**config.mk**
```make
export PLATFORM = sky130hd
export DESIGN_NAME = truth_table_sweeper
export DESIGN_NICKNAME = d
export VERILOG_FILES = /design/src/rtl/truth_table_sweeper.sv
export SDC_FILE = /design/constraint.sdc
export NUM_CORES = 1
export LEC_CHECK = 0
export CORE_MARGIN = 4
export CORE_UTILIZATION = 46
export DETAILED_ROUTE_END_ITERATION = 16
export PLACE_DENSITY = 0.76
export SETUP_SLACK_MARGIN = 0.2
export SYNTH_ARGS = -nofsm -noshare
export SYNTH_HDL_FRONTEND = slang
export SYNTH_SLANG_ARGS = --single-unit
```
**constraint.sdc**
```tcl
create_clock -name clk -period 1.8 [get_ports clk]
set_input_delay 0.27 -clock clk [delete_from_list [all_inputs] [get_ports clk]]
set_output_delay 0.27 -clock clk [all_outputs]
set_load 0.01 [all_outputs]
```
**src/rtl/truth_table_sweeper.sv**
```systemverilog
// truth_table_sweeper: sweeps all input vectors of a small gate, samples its response and checks it against a table
module truth_table_sweeper #(
   parameter int                  N_IN     = 3,
   parameter int                  SETTLE   = 1,
   parameter logic [2**N_IN-1:0]  EXPECTED = 8'hFE
) (
   input  logic                 clk,
   input  logic                 rst_n,
   input  logic                 start,
   input  logic                 abort,
   output logic [N_IN-1:0]      stim,
   input  logic                 resp,
   output logic                 busy,
   output logic                 done,
   output logic [2**N_IN-1:0]   truth_table,
   output logic                 pass,
   output logic [N_IN:0]        mismatch_count,
   output logic [N_IN-1:0]      first_fail_idx
);
   localparam int NV = 2**N_IN;
   localparam int WW = (SETTLE > 0) ? $clog2(SETTLE + 1) : 1;

   typedef enum logic {IDLE, RUN} state_t;

   state_t            state_q, state_d;
   logic [N_IN-1:0]   idx_q, idx_d;
   logic [WW-1:0]     wait_q, wait_d;
   logic [N_IN-1:0]   stim_q, stim_d;
   logic              busy_q, busy_d;
   logic              done_q, done_d;
   logic [NV-1:0]     tt_q, tt_d;
   logic              pass_q, pass_d;
   logic [N_IN:0]     mc_q, mc_d;
   logic [N_IN-1:0]   ffi_q, ffi_d;
   logic              sample, last, miss;

   assign sample = (state_q == RUN) && !abort && (wait_q == '0);
   assign last   = idx_q == N_IN'(NV - 1);
   assign miss   = resp != EXPECTED[idx_q];

   // state and datapath registers, cleared asynchronously
   always_ff @(posedge clk or negedge rst_n) begin
      if (!rst_n) begin
         state_q <= IDLE;
         idx_q   <= '0;
         wait_q  <= '0;
         stim_q  <= '0;
         busy_q  <= 1'b0;
         done_q  <= 1'b0;
         tt_q    <= '0;
         pass_q  <= 1'b0;
         mc_q    <= '0;
         ffi_q   <= '0;
      end else begin
         state_q <= state_d;
         idx_q   <= idx_d;
         wait_q  <= wait_d;
         stim_q  <= stim_d;
         busy_q  <= busy_d;
         done_q  <= done_d;
         tt_q    <= tt_d;
         pass_q  <= pass_d;
         mc_q    <= mc_d;
         ffi_q   <= ffi_d;
      end
   end

   // next state: start launches a sweep, abort or the final sample returns to idle
   always_comb begin
      state_d = state_q;
      if (state_q == IDLE)
         state_d = start ? RUN : IDLE;
      else
         state_d = (abort || (sample && last)) ? IDLE : RUN;
   end

   // datapath update: vector stepping, settle countdown, sampling and scoring
   always_comb begin
      idx_d  = idx_q;
      wait_d = wait_q;
      stim_d = stim_q;
      busy_d = busy_q;
      done_d = 1'b0;
      tt_d   = tt_q;
      pass_d = pass_q;
      mc_d   = mc_q;
      ffi_d  = ffi_q;
      if (state_q == IDLE) begin
         if (start) begin
            idx_d  = '0;
            stim_d = '0;
            wait_d = WW'(SETTLE);
            busy_d = 1'b1;
            tt_d   = '0;
            pass_d = 1'b0;
            mc_d   = '0;
            ffi_d  = '0;
         end
      end else if (abort) begin
         busy_d = 1'b0;
         stim_d = '0;
         pass_d = 1'b0;
      end else if (wait_q != '0) begin
         wait_d = wait_q - 1'b1;
      end else begin
         tt_d[idx_q] = resp;
         mc_d  = miss ? mc_q + 1'b1 : mc_q;
         ffi_d = (miss && mc_q == '0) ? idx_q : ffi_q;
         if (last) begin
            busy_d = 1'b0;
            done_d = 1'b1;
            pass_d = (mc_q == '0) && !miss;
         end else begin
            idx_d  = idx_q + 1'b1;
            stim_d = idx_q + 1'b1;
            wait_d = WW'(SETTLE);
         end
      end
   end

   assign stim           = stim_q;
   assign busy           = busy_q;
   assign done           = done_q;
   assign truth_table    = tt_q;
   assign pass           = pass_q;
   assign mismatch_count = mc_q;
   assign first_fail_idx = ffi_q;
endmodule
```
==> results of run 1 <==
[worst max-delay path: cells and delay by family, from the launching register on]
kind,cells,cell delay (ns)
compound gates,1,0.21
flops,1,0.48
simple gates,3,0.75
[final timing paths]
check / end / slack [ns] / cells past startpoint
max reg2reg: truth_table[5]$_DFFE_PN0P_ / 0.25 / 4
max: truth_table[5]$_DFFE_PN0P_ / 0.25 / 4
min in group clk: busy$_DFFE_PN0P_ / 0.50 / 2
min: first_fail_idx[1]$_DFFE_PN0P_ / 0.29 / 2
max in group asynchronous: done$_DFF_PN0_ / 1.24 / 2
min reg2reg: busy$_DFFE_PN0P_ / 0.50 / 2
[through the flow]
step | instance area [sq um] | setup TNS, ns | setup slack, ns | hold slack [ns]
5_1_grt | 1802 | 0 | 0.1581 | 0.3038
2_1_floorplan | 1359 | 0 | 0.2067 | -0.02559
4_1_cts | 1754 | 0 | 0.2180 | 0.2923
6_report | 1802 | 0 | 0.2468 | 0.2899
3_3_place_gp | 1684 | 0 | 0.007442 | 0.4591
3_5_place_dp | 1684 | -0.07360 | -0.06654 | 0.4695
[cells by family (layout without fill, tap and decap cells)]
| logic type | after synthesis | in the layout | synth area share, % |
|---|---|---|---|
| fa+ha+maj | 5 | 5 | 4.634 |
| buf+inv | 13 | 52 | 5.004 |
| flops | 26 | 26 | 48.19 |
| simple gates | 47 | 47 | 19.83 |
| compound gates | 41 | 41 | 18.91 |
| xor+xnor | 3 | 3 | 1.947 |
| mux | 2 | 2 | 1.483 |
[repair_timing]
item	4_1_cts	5_1_grt
gates resized for setup	2	7
pin swaps	0	0
hold buffers	0	0
setup buffers	2	4
setup endpoints to repair	7	16
hold endpoints to repair	0	0
[sequential cells by signal, summed over array words and instances (netlist names), 3 cells and up]
register and flops:
truth_table 8, stim 3, mismatch_count 4, idx_q 3, first_fail_idx 3
[metal layers]
metal	track usage, %	vias up	routed length (um)
met3	3.423	8	126
met1	21.99	574	1437
met2	29.02	30	1648
met4	8.130	0	57
li1	-	565	-
met5	0	-	0
[cell usage in the layout, fill, tap and decap left out, drive strengths merged, types with 2 or more instances in the layout]
cell,count
nor2,7
buf,17
a21oi,5
nor3,2
a32o,2
a22o,5
nand2,16
clkbuf,4
dfrtp,26
mux2i,2
nand3,6
nand2b,6
inv,6
clkdlybuf4s50,24
o22ai,2
xnor2,2
o221ai,4
ha,5
o21ai,21
nor2b,3
[power by group]
part	switching [mW]	total [mW]	internal [mW]
Combinational	0.274	0.506	0.232
Clock	0.172	0.295	0.124
Sequential	0.0397	0.667	0.627
Total	0.486	1.47	0.983
[area by class of cell]
type | count | share of cell area, %
well taps | 31 | 2.153
multi-input cells | 98 | 37.36
clock buffers | 4 | 2.014
repair buffers | 42 | 21.11
flip-flops and latches | 26 | 36.11
inverters | 6 | 1.250
==> flow_summary.json, run 1 <==
{
  "multiInputGateArea_sq_um": 673.1,
  "htreeDepth": 1,
  "viasPerCell": 5.686,
  "regArea_sq_um": 650.6,
  "fin_nets": 187,
  "synth.most_common_cell": "dfrtp_1",
  "cts_buffers": 3,
  "outcome": "finished, final reports clean",
  "finalMaxSlewViolations": 0,
  "finalSetupViolations": 0,
  "report.power.total_mw": 1.469,
  "yosys_most_used_dff": "dfrtp_1",
  "yosys.area.top_type": "dfrtp_1",
  "p_leak_nw": 0.8142,
  "die-area_sq_um": 3866,
  "final.period_utilization_pct": 86.29,
  "synth_cell_types": 34,
  "grt_pass1_vias": 1231,
  "grt_max_degree": 27,
  "rows": 19,
  "yosysSeqAreaShare_pct": 48.19,
  "hp-class": "in2async",
  "place_inst": 197,
  "synth_commonest_cells": "dfrtp_1 (26), o21ai_0 (18), nand2_1 (15)",
  "fillers": 235,
  "worstMarginPinSlew_ns": 0.3352,
  "start_kind": "flop",
  "synthCells": 137,
  "power_density_nw_per_um2": 815.1,
  "layout-drive-gt1-share_pct": 18.75,
  "ios": 26,
  "die_w_um": 62.18,
  "rsz0062_at_grt": "true",
  "drv_cap": 0,
  "path_max_fanout": 6,
  "final_cells": 207,
  "cts_tree": "done",
  "route.antenna.remaining_nets": 0,
  "worstSetupStartpoint": "wait_q$_DFFE_PN0P_",
  "area_growth_pct": 33.46,
  "cp_data_required_time_ns": 2.01,
  "report.final.hold_viol_count": 0,
  "crit_chain": "or3b_1 > nand2_2 > nand2_1 > a32o_1",
  "syn_area_sq_um": 1350,
  "place_congestion": 0.8392,
  "final.setup_skew_ns": 0.01361,
  "fp.dieH_um": 62.18,
  "worstSkewPairLatency_ns": 0.32,
  "peakVddDrop_mv": 0.5400,
  "yosys.area.top_type_share_pct": 48.19,
  "fmax_ghz": 0.6438,
  "ys.warnings.count": 0,
  "floorplan.initialDensity_pct": 48.54,
  "cp_slowest_cell": "or3b_1",
  "r2r-start": "wait_q$_DFFE_PN0P_",
  "synth.area.top_cells": "dfrtp_1 (48%), o21ai_0 (6.7%), ha_1 (4.6%)",
  "synth_seq_cells": 26,
  "antenna_found_initial": 0,
  "grt_overflow": 0,
  "dr_total_vias": 1177,
  "finalCriticalPeriod_ns": 1.553,
  "worst-setup-path-type": "reg2reg",
  "core_region_area_sq_um": 2781,
  "clkTransAtPathRegs_ns": 0.15,
  "grt_usage_pct": 17.59,
  "clk_path_buf_depth": 2,
  "wl_per_cell_um": 15.80,
  "end_kind": "flop",
  "drc": 0,
  "diodes": 0,
  "slowest_delay_ns": 0.53,
  "dr.first_iter.drc_count": 33,
  "finalWirelength_um": 3270,
  "dpl.hpwl_um": 2337,
  "port_buffers": 25,
  "cts-root-buf": "clkbuf_4",
  "crit_arrival_ns": 1.77,
  "synth_edf_count": 0,
  "drt-pass1-iter-count": 4,
  "grt_pass1_wl_um": 5623,
  "syn_nets": 147,
  "final_util_pct": 64.78,
  "maxSlewHeadroom_pct": 77.65,
  "avgSynthCellArea_sq_um": 9.854,
  "synthArstFlopShare_pct": 100.0,
  "cts_sinks": 26
}
Power figures use the tool's default switching activity.
==> run 2, diff against run 1 <==
--- a/config.mk
+++ b/config.mk
@@ -6,10 +6,10 @@
 export NUM_CORES = 1
 export LEC_CHECK = 0
 export CORE_MARGIN = 4
-export CORE_UTILIZATION = 46
+export CORE_UTILIZATION = 55
 export DETAILED_ROUTE_END_ITERATION = 16
-export PLACE_DENSITY = 0.76
-export SETUP_SLACK_MARGIN = 0.2
+export DONT_BUFFER_PORTS = 1
+export PLACE_DENSITY = 0.74
 export SYNTH_ARGS = -nofsm -noshare
 export SYNTH_HDL_FRONTEND = slang
 export SYNTH_SLANG_ARGS = --single-unit
==> run 2 against run 1 <==
Against the previous run: via count shrank 12%; first-iteration DRC count shrank 18%; count of clock-buffer cells in the layout shrank 1; power shrank 14%; non-clock buffer count shrank 33; routed wire length shrank 13%; clock power shrank 19%; final area shrank 20%; global-route usage grew 0.70 points; critical path depth grew 3; critical endpoint is now mismatch_count[3]$_DFFE_PN0P_; highest routed layer unchanged.
==> flow_summary.json, run 2 (same netlist as run 1, synthesis figures left out) <==
{
  "core_region_area_sq_um": 2276,
  "cp_slowest_cell": "dfrtp_1",
  "grt_overflow": 0,
  "ios": 26,
  "pre_cts_ws_ns": 0.1645,
  "hp-class": "in2reg",
  "worstMarginPinSlew_ns": 0.4242,
  "fin_nets": 154,
  "final.period_utilization_pct": 91.68,
  "layout-drive-gt1-share_pct": 10.56,
  "clkTransAtPathRegs_ns": 0.13,
  "rsz0062_at_grt": "false",
  "finalSetupViolations": 0,
  "finalWirelength_um": 2833,
  "die-area_sq_um": 3311,
  "fp.dieH_um": 57.55,
  "power_density_nw_per_um2": 878.9,
  "drc": 0,
  "final_cell_mix": "dfrtp_1 (26), o21ai_0 (18), nand2_1 (15)",
  "report.final.hold_viol_count": 0,
  "finalMaxSlewViolations": 0,
  "cp_data_required_time_ns": 2.04,
  "report.power.total_mw": 1.270,
  "diodes": 0,
  "final.setup_skew_ns": 0.003051,
  "cts_setup_buffers": 0,
  "crit_family": "flip-flops",
  "port_buffers": 0,
  "path_max_fanout": 8,
  "cts_tree": "done",
  "clk_path_buf_depth": 2,
  "crit_chain": "inv_1 > ha_1 > nand2b_1 > xnor2_1 > buf_4 > nor3_1 > mux2i_1",
  "maxSlewHeadroom_pct": 71.61,
  "mostFrequentLayoutCell": "dfrtp_1",
  "route.antenna.remaining_nets": 0,
  "slowest_delay_ns": 0.45,
  "p_leak_nw": 0.6576,
  "drt-pass1-iter-count": 4,
  "outcome": "finished, final reports clean",
  "finalCriticalPeriod_ns": 1.650,
  "cp.buffers_inverters": 2,
  "worst-setup-path-type": "reg2reg",
  "drv_cap": 0,
  "area_growth_pct": 7.044,
  "die_w_um": 57.55,
  "floorplan.initialDensity_pct": 59.32,
  "rows": 17,
  "dr.first_iter.drc_count": 27,
  "fmax_ghz": 0.6060,
  "grt_usage_pct": 18.29,
  "cts-root-buf": "clkbuf_4",
  "dpl.hpwl_um": 2182,
  "grt_max_degree": 27,
  "cts_sinks": 26,
  "end_kind": "flop",
  "grt_pass1_wl_um": 4823,
  "peakVddDrop_mv": 0.6112,
  "crit_arrival_ns": 1.89,
  "cts_buffers": 3,
  "viasPerCell": 6.082,
  "antenna_found_initial": 0,
  "setup_slack_ns": 0.1498,
  "htreeDepth": 1,
  "grt_pass1_vias": 1042,
  "place_congestion": 0.8542,
  "wl_per_cell_um": 16.66,
  "worstSkewPairLatency_ns": 0.31,
  "start_kind": "flop",
  "largest_reg_flops": 8,
  "dr_total_vias": 1034,
  "setup_tns_ns": 0
}
-- run 2: cell types whose count changed in the layout (fill, tap and decap cells not counted), moves of 2 or more --
cell,delta
clkdlybuf4s50_1,-24
ha_1,+2
ha_2,-2
buf_4,-10
-- run 2: routing by layer --
layer	wire, um	track usage [%]	vias to the layer above
li1	-	-	501
met1	1228	23.43	500
met2	1336	29.35	29
met3	242	6.335	4
met4	26	4.967	0
met5	0	0	-
-- run 2: through the flow --
step / std cells / hold slack (ns) / cell area, sq um / util, %
floorplan: 137 / -0.02559 / 1350 / -
global placement: 165 / -0.02494 / 1393 / 61.19
detailed placement: 165 / -0.02499 / 1393 / 61.19
CTS: 170 / 0.1073 / 1445 / 63.50
global route: 170 / 0.1100 / 1445 / 63.50
finish: 170 / 0.1102 / 1445 / 63.50
-- run 2: worst paths after layout --
check,depth (start not counted),startpoint,endpoint,slack [ns]
max in group asynchronous,2,rst_n,wait_q$_DFFE_PN0P_,1.29
hold / removal,2,abort,wait_q$_DFFE_PN0P_,0.11
hold reg to reg,2,busy$_DFFE_PN0P_,busy$_DFFE_PN0P_,0.57
min in group asynchronous,2,rst_n,truth_table[1]$_DFFE_PN0P_,0.37
setup / recovery,7,idx_q[0]$_DFFE_PN0P_,mismatch_count[3]$_DFFE_PN0P_,0.15
setup reg to reg,7,idx_q[0]$_DFFE_PN0P_,mismatch_count[3]$_DFFE_PN0P_,0.15
-- run 2: cell type report --
cell class	count	area, sq um
clock buffers	3	22.52
fillers	176	830.8
inverters	6	22.52
multi-input cells	98	631.9
flip-flops and latches	26	650.6
well taps	28	35.03
repair buffers	9	82.58
-- run 2: where the power goes --
part           switching, mW  leakage, nW  internal (mW)
Clock                  0.162       0.0138         0.0782
Sequential            0.0598        0.354          0.627
Combinational          0.206        0.290          0.138
-- run 2: repair_timing --
| action | 4_1_cts | 5_1_grt |
|---|---|---|
| endpoints found under the hold margin | 26 | 0 |
| gates resized for setup | 0 | 0 |
| hold buffers | 2 | 0 |
